==> src/rtl/memory_responder_pkg.sv <==
// Shared processor constants: word width, FSM state encoding and latched request payload.
package memory_responder_pkg;

  localparam int unsigned WORD_W = 16;
  localparam int unsigned ADDR_W = 16;
  localparam int unsigned CNT_W  = 3;

  typedef enum logic [1:0] {
    ST_IDLE = 2'd0,
    ST_WAIT = 2'd1,
    ST_DONE = 2'd2
  } state_e;

  typedef struct packed {
    logic              is_write;
    logic [WORD_W-1:0] wdata;
  } req_t;

endpackage

==> src/rtl/memory_responder_if.sv <==
// Control <-> memory responder request/response bus.
interface memory_responder_if;
  import memory_responder_pkg::*;

  logic              MemR;
  logic              MemW;
  logic [ADDR_W-1:0] Addr;
  logic [WORD_W-1:0] WData;
  logic [WORD_W-1:0] RData;
  logic              Ready;
  logic              Busy;
  logic              Err;
  logic [1:0]        current_state;

  modport master (
    output MemR, MemW, Addr, WData,
    input  RData, Ready, Busy, Err, current_state
  );

  modport slave (
    input  MemR, MemW, Addr, WData,
    output RData, Ready, Busy, Err, current_state
  );

endinterface

==> src/rtl/memory_responder_mem_array.sv <==
// Word-addressed storage: synchronous write, registered read port.
module mem_array
  import memory_responder_pkg::*;
#(
  parameter int unsigned ADDR_BITS = 8
) (
  input  logic                 clk,
  input  logic                 rst_n,
  input  logic                 we,
  input  logic                 re,
  input  logic [ADDR_BITS-1:0] addr,
  input  logic [WORD_W-1:0]    wdata,
  output logic [WORD_W-1:0]    rdata
);

  localparam int unsigned DEPTH = 1 << ADDR_BITS;

  logic [WORD_W-1:0] mem [DEPTH];

  // Array contents survive reset on purpose.
  always_ff @(posedge clk) begin
    if (we) begin
      mem[addr] <= wdata;
    end
  end

  always_ff @(posedge clk) begin
    if (!rst_n) begin
      rdata <= '0;
    end else if (re) begin
      rdata <= mem[addr];
    end
  end

endmodule

==> src/rtl/memory_responder.sv <==
// Fixed-latency memory responder: captures one request in IDLE, waits LATENCY
// cycles, performs the access on entry to DONE and pulses Ready for one cycle.
module memory_responder
  import memory_responder_pkg::*;
#(
  parameter int unsigned LATENCY   = 2,
  parameter int unsigned ADDR_BITS = 8
) (
  input logic              CLK,
  input logic              Reset,
  memory_responder_if.slave bus
);

  state_e                 state_q, state_d;
  logic [CNT_W-1:0]       cnt_q, cnt_d;
  req_t                   req_q, req_d;
  logic [ADDR_BITS-1:0]   addr_q, addr_d;
  logic                   ready_q, busy_q, err_q, err_d;
  logic                   req_c, bad_c;
  logic                   mem_we_c, mem_re_c;
  logic [ADDR_BITS-1:0]   acc_addr_c;
  logic [WORD_W-1:0]      acc_wdata_c;
  logic [WORD_W-1:0]      rdata;

  // Next-state, capture and access-strobe logic.
  always_comb begin
    state_d     = state_q;
    cnt_d       = cnt_q;
    req_d       = req_q;
    addr_d      = addr_q;
    err_d       = 1'b0;
    mem_we_c    = 1'b0;
    mem_re_c    = 1'b0;
    acc_addr_c  = addr_q;
    acc_wdata_c = req_q.wdata;

    req_c = bus.MemR | bus.MemW;
    bad_c = (bus.MemR & bus.MemW) | ((bus.Addr >> ADDR_BITS) != '0);

    case (state_q)
      ST_IDLE: begin
        // Zero-latency accesses use the live bus since capture happens on the same edge.
        acc_addr_c  = bus.Addr[ADDR_BITS-1:0];
        acc_wdata_c = bus.WData;
        if (req_c) begin
          req_d  = '{is_write: bus.MemW, wdata: bus.WData};
          addr_d = bus.Addr[ADDR_BITS-1:0];
          if (bad_c) begin
            state_d = ST_DONE;
            err_d   = 1'b1;
          end else if (LATENCY == 0) begin
            state_d  = ST_DONE;
            mem_we_c = bus.MemW;
            mem_re_c = bus.MemR;
          end else begin
            state_d = ST_WAIT;
            cnt_d   = CNT_W'(LATENCY);
          end
        end
      end
      ST_WAIT: begin
        cnt_d = cnt_q - CNT_W'(1);
        if (cnt_q == CNT_W'(1)) begin
          state_d  = ST_DONE;
          mem_we_c = req_q.is_write;
          mem_re_c = !req_q.is_write;
        end
      end
      ST_DONE: begin
        state_d = ST_IDLE;
      end
      default: begin
        state_d = ST_IDLE;
      end
    endcase
  end

  always_ff @(posedge CLK) begin
    if (!Reset) begin
      state_q <= ST_IDLE;
      cnt_q   <= '0;
      req_q   <= '0;
      addr_q  <= '0;
      ready_q <= 1'b0;
      busy_q  <= 1'b0;
      err_q   <= 1'b0;
    end else begin
      state_q <= state_d;
      cnt_q   <= cnt_d;
      req_q   <= req_d;
      addr_q  <= addr_d;
      ready_q <= (state_d == ST_DONE);
      busy_q  <= (state_d != ST_IDLE);
      err_q   <= err_d;
    end
  end

  // A reset on the commit edge must not let the write through.
  mem_array #(
    .ADDR_BITS(ADDR_BITS)
  ) u_mem_array (
    .clk  (CLK),
    .rst_n(Reset),
    .we   (mem_we_c & Reset),
    .re   (mem_re_c),
    .addr (acc_addr_c),
    .wdata(acc_wdata_c),
    .rdata(rdata)
  );

  assign bus.RData         = rdata;
  assign bus.Ready         = ready_q;
  assign bus.Busy          = busy_q;
  assign bus.Err           = err_q;
  assign bus.current_state = state_q;

endmodule

==> src/flat_wrapper.sv <==
// flat-port wrapper written by rule: the top's interface ports become plain ports
module memory_responder_flat import memory_responder_pkg::*;
#(
  parameter int unsigned LATENCY   = 2,
  parameter int unsigned ADDR_BITS = 8
)
  (CLK, Reset, bus_MemR, bus_MemW, bus_Addr, bus_WData, bus_RData, bus_Ready, bus_Busy, bus_Err, bus_current_state);
  memory_responder_if bus_i ();
  input logic CLK;
  input logic Reset;
  input wire logic [$bits(bus_i.MemR)-1:0] bus_MemR;
  input wire logic [$bits(bus_i.MemW)-1:0] bus_MemW;
  input wire logic [$bits(bus_i.Addr)-1:0] bus_Addr;
  input wire logic [$bits(bus_i.WData)-1:0] bus_WData;
  output wire logic [$bits(bus_i.RData)-1:0] bus_RData;
  output wire logic [$bits(bus_i.Ready)-1:0] bus_Ready;
  output wire logic [$bits(bus_i.Busy)-1:0] bus_Busy;
  output wire logic [$bits(bus_i.Err)-1:0] bus_Err;
  output wire logic [$bits(bus_i.current_state)-1:0] bus_current_state;
  assign bus_i.MemR = bus_MemR;
  assign bus_i.MemW = bus_MemW;
  assign bus_i.Addr = bus_Addr;
  assign bus_i.WData = bus_WData;
  assign bus_RData = bus_i.RData;
  assign bus_Ready = bus_i.Ready;
  assign bus_Busy = bus_i.Busy;
  assign bus_Err = bus_i.Err;
  assign bus_current_state = bus_i.current_state;
  memory_responder #(.LATENCY(LATENCY), .ADDR_BITS(ADDR_BITS)) u_core (.CLK(CLK), .Reset(Reset), .bus(bus_i));
endmodule
==> config.mk <==
export PLATFORM = sky130hd
export DESIGN_NAME = memory_responder_flat
export DESIGN_NICKNAME = d
export VERILOG_FILES = /design/src/rtl/memory_responder_pkg.sv /design/src/rtl/memory_responder_if.sv /design/src/rtl/memory_responder_mem_array.sv /design/src/rtl/memory_responder.sv /design/src/flat_wrapper.sv
export SDC_FILE = /design/constraint.sdc
export NUM_CORES = 2
export LEC_CHECK = 0
export CORE_ASPECT_RATIO = 0.5
export CORE_MARGIN = 1.5
export CORE_UTILIZATION = 50
export DETAILED_ROUTE_END_ITERATION = 10
export PLACE_DENSITY = 0.65
export SLEW_MARGIN = 20
export SYNTH_ARGS = -nofsm -noshare
export SYNTH_HDL_FRONTEND = slang
export SYNTH_SLANG_ARGS = --single-unit
==> constraint.sdc <==
create_clock -name CLK -period 10.5 [get_ports CLK]
set_clock_uncertainty 0.15 [all_clocks]
set_input_delay 2.625 -clock CLK [delete_from_list [all_inputs] [get_ports CLK]]
set_output_delay 2.625 -clock CLK [all_outputs]
set_load 0.03 [all_outputs]
---- After elaboration in Yosys (flattened, before gate mapping) ----
Memory sizes are Yosys's and may differ from the RTL's. A register that Yosys moved wholly into a read port is not among the register bits.
Index checks and enable logic that the tools add are counted.
storage, ports and cells
  register bits after elaboration ......... 33
  bits in writable memories ............... 4096
  input port bits ......................... 36
  output and inout bits ................... 21
  word-level logic and storage cells ...... 44
  memories kept ........................... 1
memory list
  name                    depth  width  rd ports  clocked after Yosys merged registers in  write ports  RTL line                          RTL
  u_core.u_mem_array.mem  256    16     1         1                                        1            memory_responder_mem_array.sv:18  logic [WORD_W-1:0] mem [DEPTH];
cells by class
  add/sub/neg operators ................... 1
  equality and inequality tests ........... 5
  mux-type cells .......................... 16
  bitwise operators ....................... 4
  reductions and logical operators ........ 9
operator list
  kind                                                                 number
  16-bit 2-to-1 mux                                                    1
  16-bit nonzero test                                                  1
  8-bit 2-to-1 mux                                                     1
  1-bit 2-to-1 mux                                                     7
  2-bit 2-to-1 mux                                                     3
  3-bit 2-to-1 mux                                                     2
  3-bit case mux with 2 select lines                                   1
  3-bit AND reduction                                                  2
  2-bit case mux with 2 select lines                                   1
  2-bit nonzero test                                                   2
  3-bit by 1-bit == test with 1-bit output (second input constant)     1
  3-bit by 1-bit subtractor with 3-bit output (second input constant)  1
  1-bit bitwise AND                                                    2
  2-bit by 1-bit == test with 1-bit output (second input constant)     1
  2-bit == test (second input constant)                                1
  1-bit logical NOT                                                    2
  2-bit logical NOT                                                    1
  2-bit by 1-bit != test with 1-bit output (second input constant)     1
  2-bit != test (second input constant)                                1
  1-bit OR                                                             2
  2-bit AND reduction                                                  1

---- Logic depth before layout (Yosys ltp) ----
  word-level depth ........................ 6
  depth in mapped cells ................... 13
  gate-level depth less buffers ........... 8

---- Cells and area by module ----
From an unflattened synthesis, not the netlist that was laid out.
unflattened totals
  cells, all modules ...................... 7352
  area total of the unflattened synthesis .. 159832.0 um^2
modules (own cells, without submodules)
  module            instances  cells an instance  area each (um^2)  sequential area each (um^2)
  mem_array         1          7114               158178.0          123318.3
  memory_responder  1          238                1654.1            660.6

---- Least setup slack after synthesis ----
OpenSTA, ideal clock, no wires.
  kind .................................... input to register
  start point ............................. input bus_WData[0]
  end point ............................... memory u_core.u_mem_array.mem[0][0] (data pin)
  setup time .............................. 823 ps
  data arrival time ....................... 5722 ps
  required time ........................... 9527 ps
  path slack .............................. 3805 ps
  cell stages on the path ................. 2
  buffers on the path ..................... 0
  path through ............................ nand2_1 nand2_1
between the ends
  longest elaborated chain between the ends .. 1
RTL lines
  element                    RTL line                          RTL
  start, declared            flat_wrapper.sv:14                input wire logic [$bits(bus_i.WData)-1:0] bus_WData;
  16-bit 2-to-1 mux          memory_responder.sv:40            case (state_q)
  net u_core.acc_wdata_c[0]  memory_responder.sv:22            logic [WORD_W-1:0] acc_wdata_c;
  end, declared              memory_responder_mem_array.sv:18
The timed path passes the listed nets, and every way through them passes these cells.

---- Worst setup path in the final report ----
  start point ............................. input bus_Addr[0]
  end point ............................... register u_core.u_mem_array.rdata[6] (read register of u_core.u_mem_array.mem)
between the ends
  longest elaborated chain between the ends .. 1
RTL lines
  element           RTL line                          RTL
  start, declared   flat_wrapper.sv:13                input wire logic [$bits(bus_i.Addr)-1:0] bus_Addr;
  8-bit 2-to-1 mux  memory_responder.sv:40
  end, declared     memory_responder_mem_array.sv:13  output logic [WORD_W-1:0] rdata
Every way passes these cells.
A chain may end at the register's enable or synchronous reset.

==> impl_results.md <==
- H-tree lvl count: 5
- First-pass DRT Iterations: 8
- Crit end category: flip-flop
- Tmin final: between 7 and 8 ns
- FF+latch count, synth: 4145
- Setup Crit Path Kind: in2reg
- Post-route cell area: approximately 0.17 mm2
- Placed Area: about 0.16 mm2
- Largest net degree at the start of global routing: between 150 and 200
- CP Launch Type: input pin
- Layout cells sized above 1: 12.2%
- Pwr Density: 197 mW/mm2
- Initial Util: roughly 50%
- Synth warn: 0
- First-pass GRT wire length: ~630000 um
- CTS Sinks: between 4000 and 5000
- CORE AREA: 0.304 mm2
- Yosys top cell area share: around four fifths
- Switch Pwr: between 7 and 8 mW
- Switching share of power: about 23%
- Vias in the first global route: between 80000 and 90000
- Antenna-violating nets left: 0
- Row count: 143
- Status: finished clean
- Hold WS: ~0.32 ns
- RSZ-0062 raised after global routing: no
- Setup TNS: 0 ns
- Max-cap violations: 0
- Commonest non-fill, non-tap cell in the layout: edfxtp_1
- Tcrit/Tclk final: between 70% and 80%
- Final worst slack: 3.01 ns
- Initial DRC Count: between 15000 and 20000
- Hold_buf cts: 0
- DIE WIDTH: a little under 800 um
- Pre-CTS WS: approximately 2.2 ns
- Final wirelength: 450000 um
- Post-Syn Instances: ~8800
- CP max stage cell: a41oi_1
- Synthesized cell area: approximately 0.15 mm2
- Max-slew violation count: 0
- Largest area contributor in the netlist: edfxtp_1
- Worst VDD drop: approximately 0.14 mV
- Wire per inst: ~34 um
- Synth cell types: 44
- Worst Tran Pin Value: between 1 and 1.5 ns
- Internal: 26.0 mW
- Initial antenna violation count: 32
- Ys flop type: edfxtp_1
- Gate power share: ~7.3%
- Area Overhead vs Synth: 12.5%
- Final Hold Viols: 0
- GRT overflow: 0
- Highest Clock Rate: 133 MHz
- Post-synth EDFFs: just over 4000
- TritonCTS clock tree: done
- Post-CTS Repair Setup Buffers: 0
- Min-Delay Path Class: reg2reg
- Via/cell ratio: between 6 and 7
- Share of power burned in the clock network: around two fifths
- CP Data Arrival Time: about 8.2 ns
- Commonest non-fill, non-tap cells in the layout: edfxtp_1, a22oi_1, a21oi_1
- Max FO, Critical Path: between 100 and 150
- CP Data Required Time: 11.18 ns
- All-Layer GR Usage: between 20% and 30%
- Fillers: 22600
- Slew HR: between 10% and 20%
- Final setup fails: 0
- DIE HEIGHT: 394 um
- Synth top area cells: edfxtp_1, a22oi_1, a21oi_1, o41ai_1, buf_2
- Leakage: ~52 nW
- Sequential area share after synthesis: about four fifths
- Num CTS Buffers: ~360
- CP cell instances: clkdlybuf4s50_1, or4_1, o31ai_4, buf_12, buf_12, buf_4, a22oi_1, a21oi_1, o41ai_1, a41oi_1, a2111oi_0, a21oi_1
- Clock edge transition at the registers on the reported setup and hold paths: around 0.07 ns
- DRC: 0
- Clock Path Buffers: 4
- Number of gates resized after CTS: 0
- Final core occ: 56.6%
- Crit-path max cell delay: between 1 and 1.5 ns
- Mapped Nets: 8809
- Die area: a little over 0.3 mm2
- Reg power frac: a little over half
- IO buf count: 56
- Final HPWL from detailed placement: approximately 250000 um
- Via count: approximately 90000
- Syn_area_per_cell: 17.4 um2
- I/O Pins: 57
- Async set or reset register ratio after synthesis: 0%
- Root buffer cell: clkbuf_16
- GPL Wtd Cong: 0.858
- Fin nets: approximately 9100
- Clock latency on the worst-skew pair: ~0.9 ns
registers in the layout, summed over array words and instances (netlist names):
signal and count:
u_core.u_mem_array.rdata 16, u_core.cnt_q 3, u_core.u_mem_array.mem 4096, u_core.bus.Ready 1
u_core.bus.current_state 2, u_core.req_q 17, u_core.addr_q 8, u_core.bus.Err 1
u_core.bus.Busy 1
worst max-delay path: cells and delay by family:
kind / cells / cell delay [ns]
and+or+nand+nor: 1 / 0.63
buffers and inverters: 4 / 2.37
AOI/OAI and AO/OA: 7 / 2.37
cells by family after synthesis:
kind of cell / count (synthesis) / synth area share (%)
xor+xnor: 1 / 0.00573
compound gates: 3471 / 15.5
flops: 4145 / 81.1
buf+inv: 664 / 2.01
fa+ha+maj: 2 / 0.0164
simple gates: 488 / 1.33
layout make-up:
class,count,area (um2),share of cell area (%)
Sequential cell,4145,124000,72.1
Multi-Input combinational cell,3962,27000,15.7
Clock buffer,483,9800,5.70
Tap cell,4060,5080,2.95
Timing Repair Buffer,539,4720,2.74
Clock inverter,162,1320,0.768
Antenna cell,13,32.5,0.0189
Inverter,6,22.5,0.0131
path summary, 6_finish.rpt:
check	start	to	slack [ns]	depth (start not counted)
max	bus_Addr[0]	u_core.u_mem_array.rdata[6]$_SDFFE_PN0P_	3.01	12
min	u_core.req_q[6]$_SDFFE_PN0P_	u_core.req_q[6]$_SDFFE_PN0P_	0.32	2
max reg2reg	u_core.bus.current_state[1]$_SDFF_PN0_	u_core.u_mem_array.rdata[11]$_SDFFE_PN0P_	4.18	12
min reg2reg	u_core.req_q[6]$_SDFFE_PN0P_	u_core.req_q[6]$_SDFFE_PN0P_	0.32	2
cell usage after synthesis, drive strengths merged, types with 12 or more instances:
library cell / n
a41oi: 43
nor4: 12
nand4: 16
edfxtp: 4096
dfxtp: 49
a21boi: 24
a21oi: 1049
a22oi: 2049
buf: 443
a2111oi: 12
nor2: 262
o41ai: 247
nand2: 147
clkbuf: 215
o21ai: 25
layer usage:
| layer | vias to the layer above | wire, um | track usage, % |
|---|---|---|---|
| met1 | 46300 | 176000 | 41.1 |
| met5 | - | 271 | 0 |
| met2 | 5847 | 202000 | 42.3 |
| li1 | 37000 | - | - |
| met3 | 835 | 55400 | 7.16 |
| met4 | 36 | 16400 | 9.34 |
through the flow:
step,power (mW),instances
after floorplan,20.2,8771
after global placement,21.1,12700
after detailed placement,21.2,12700
after CTS,33.8,13400
after global routing,34.6,13400
final,33.8,13400
power by group through the flow:
stage	Clock [mW]	Combinational, mW	Sequential [mW]
final	12.9	2.47	18.4
after global routing	13.6	2.58	18.4
after CTS	13.0	2.42	18.4
after detailed placement	0	2.42	18.8
after global placement	0	2.36	18.8
after floorplan	0	1.31	18.9
(Power assumes the default switching activity.)
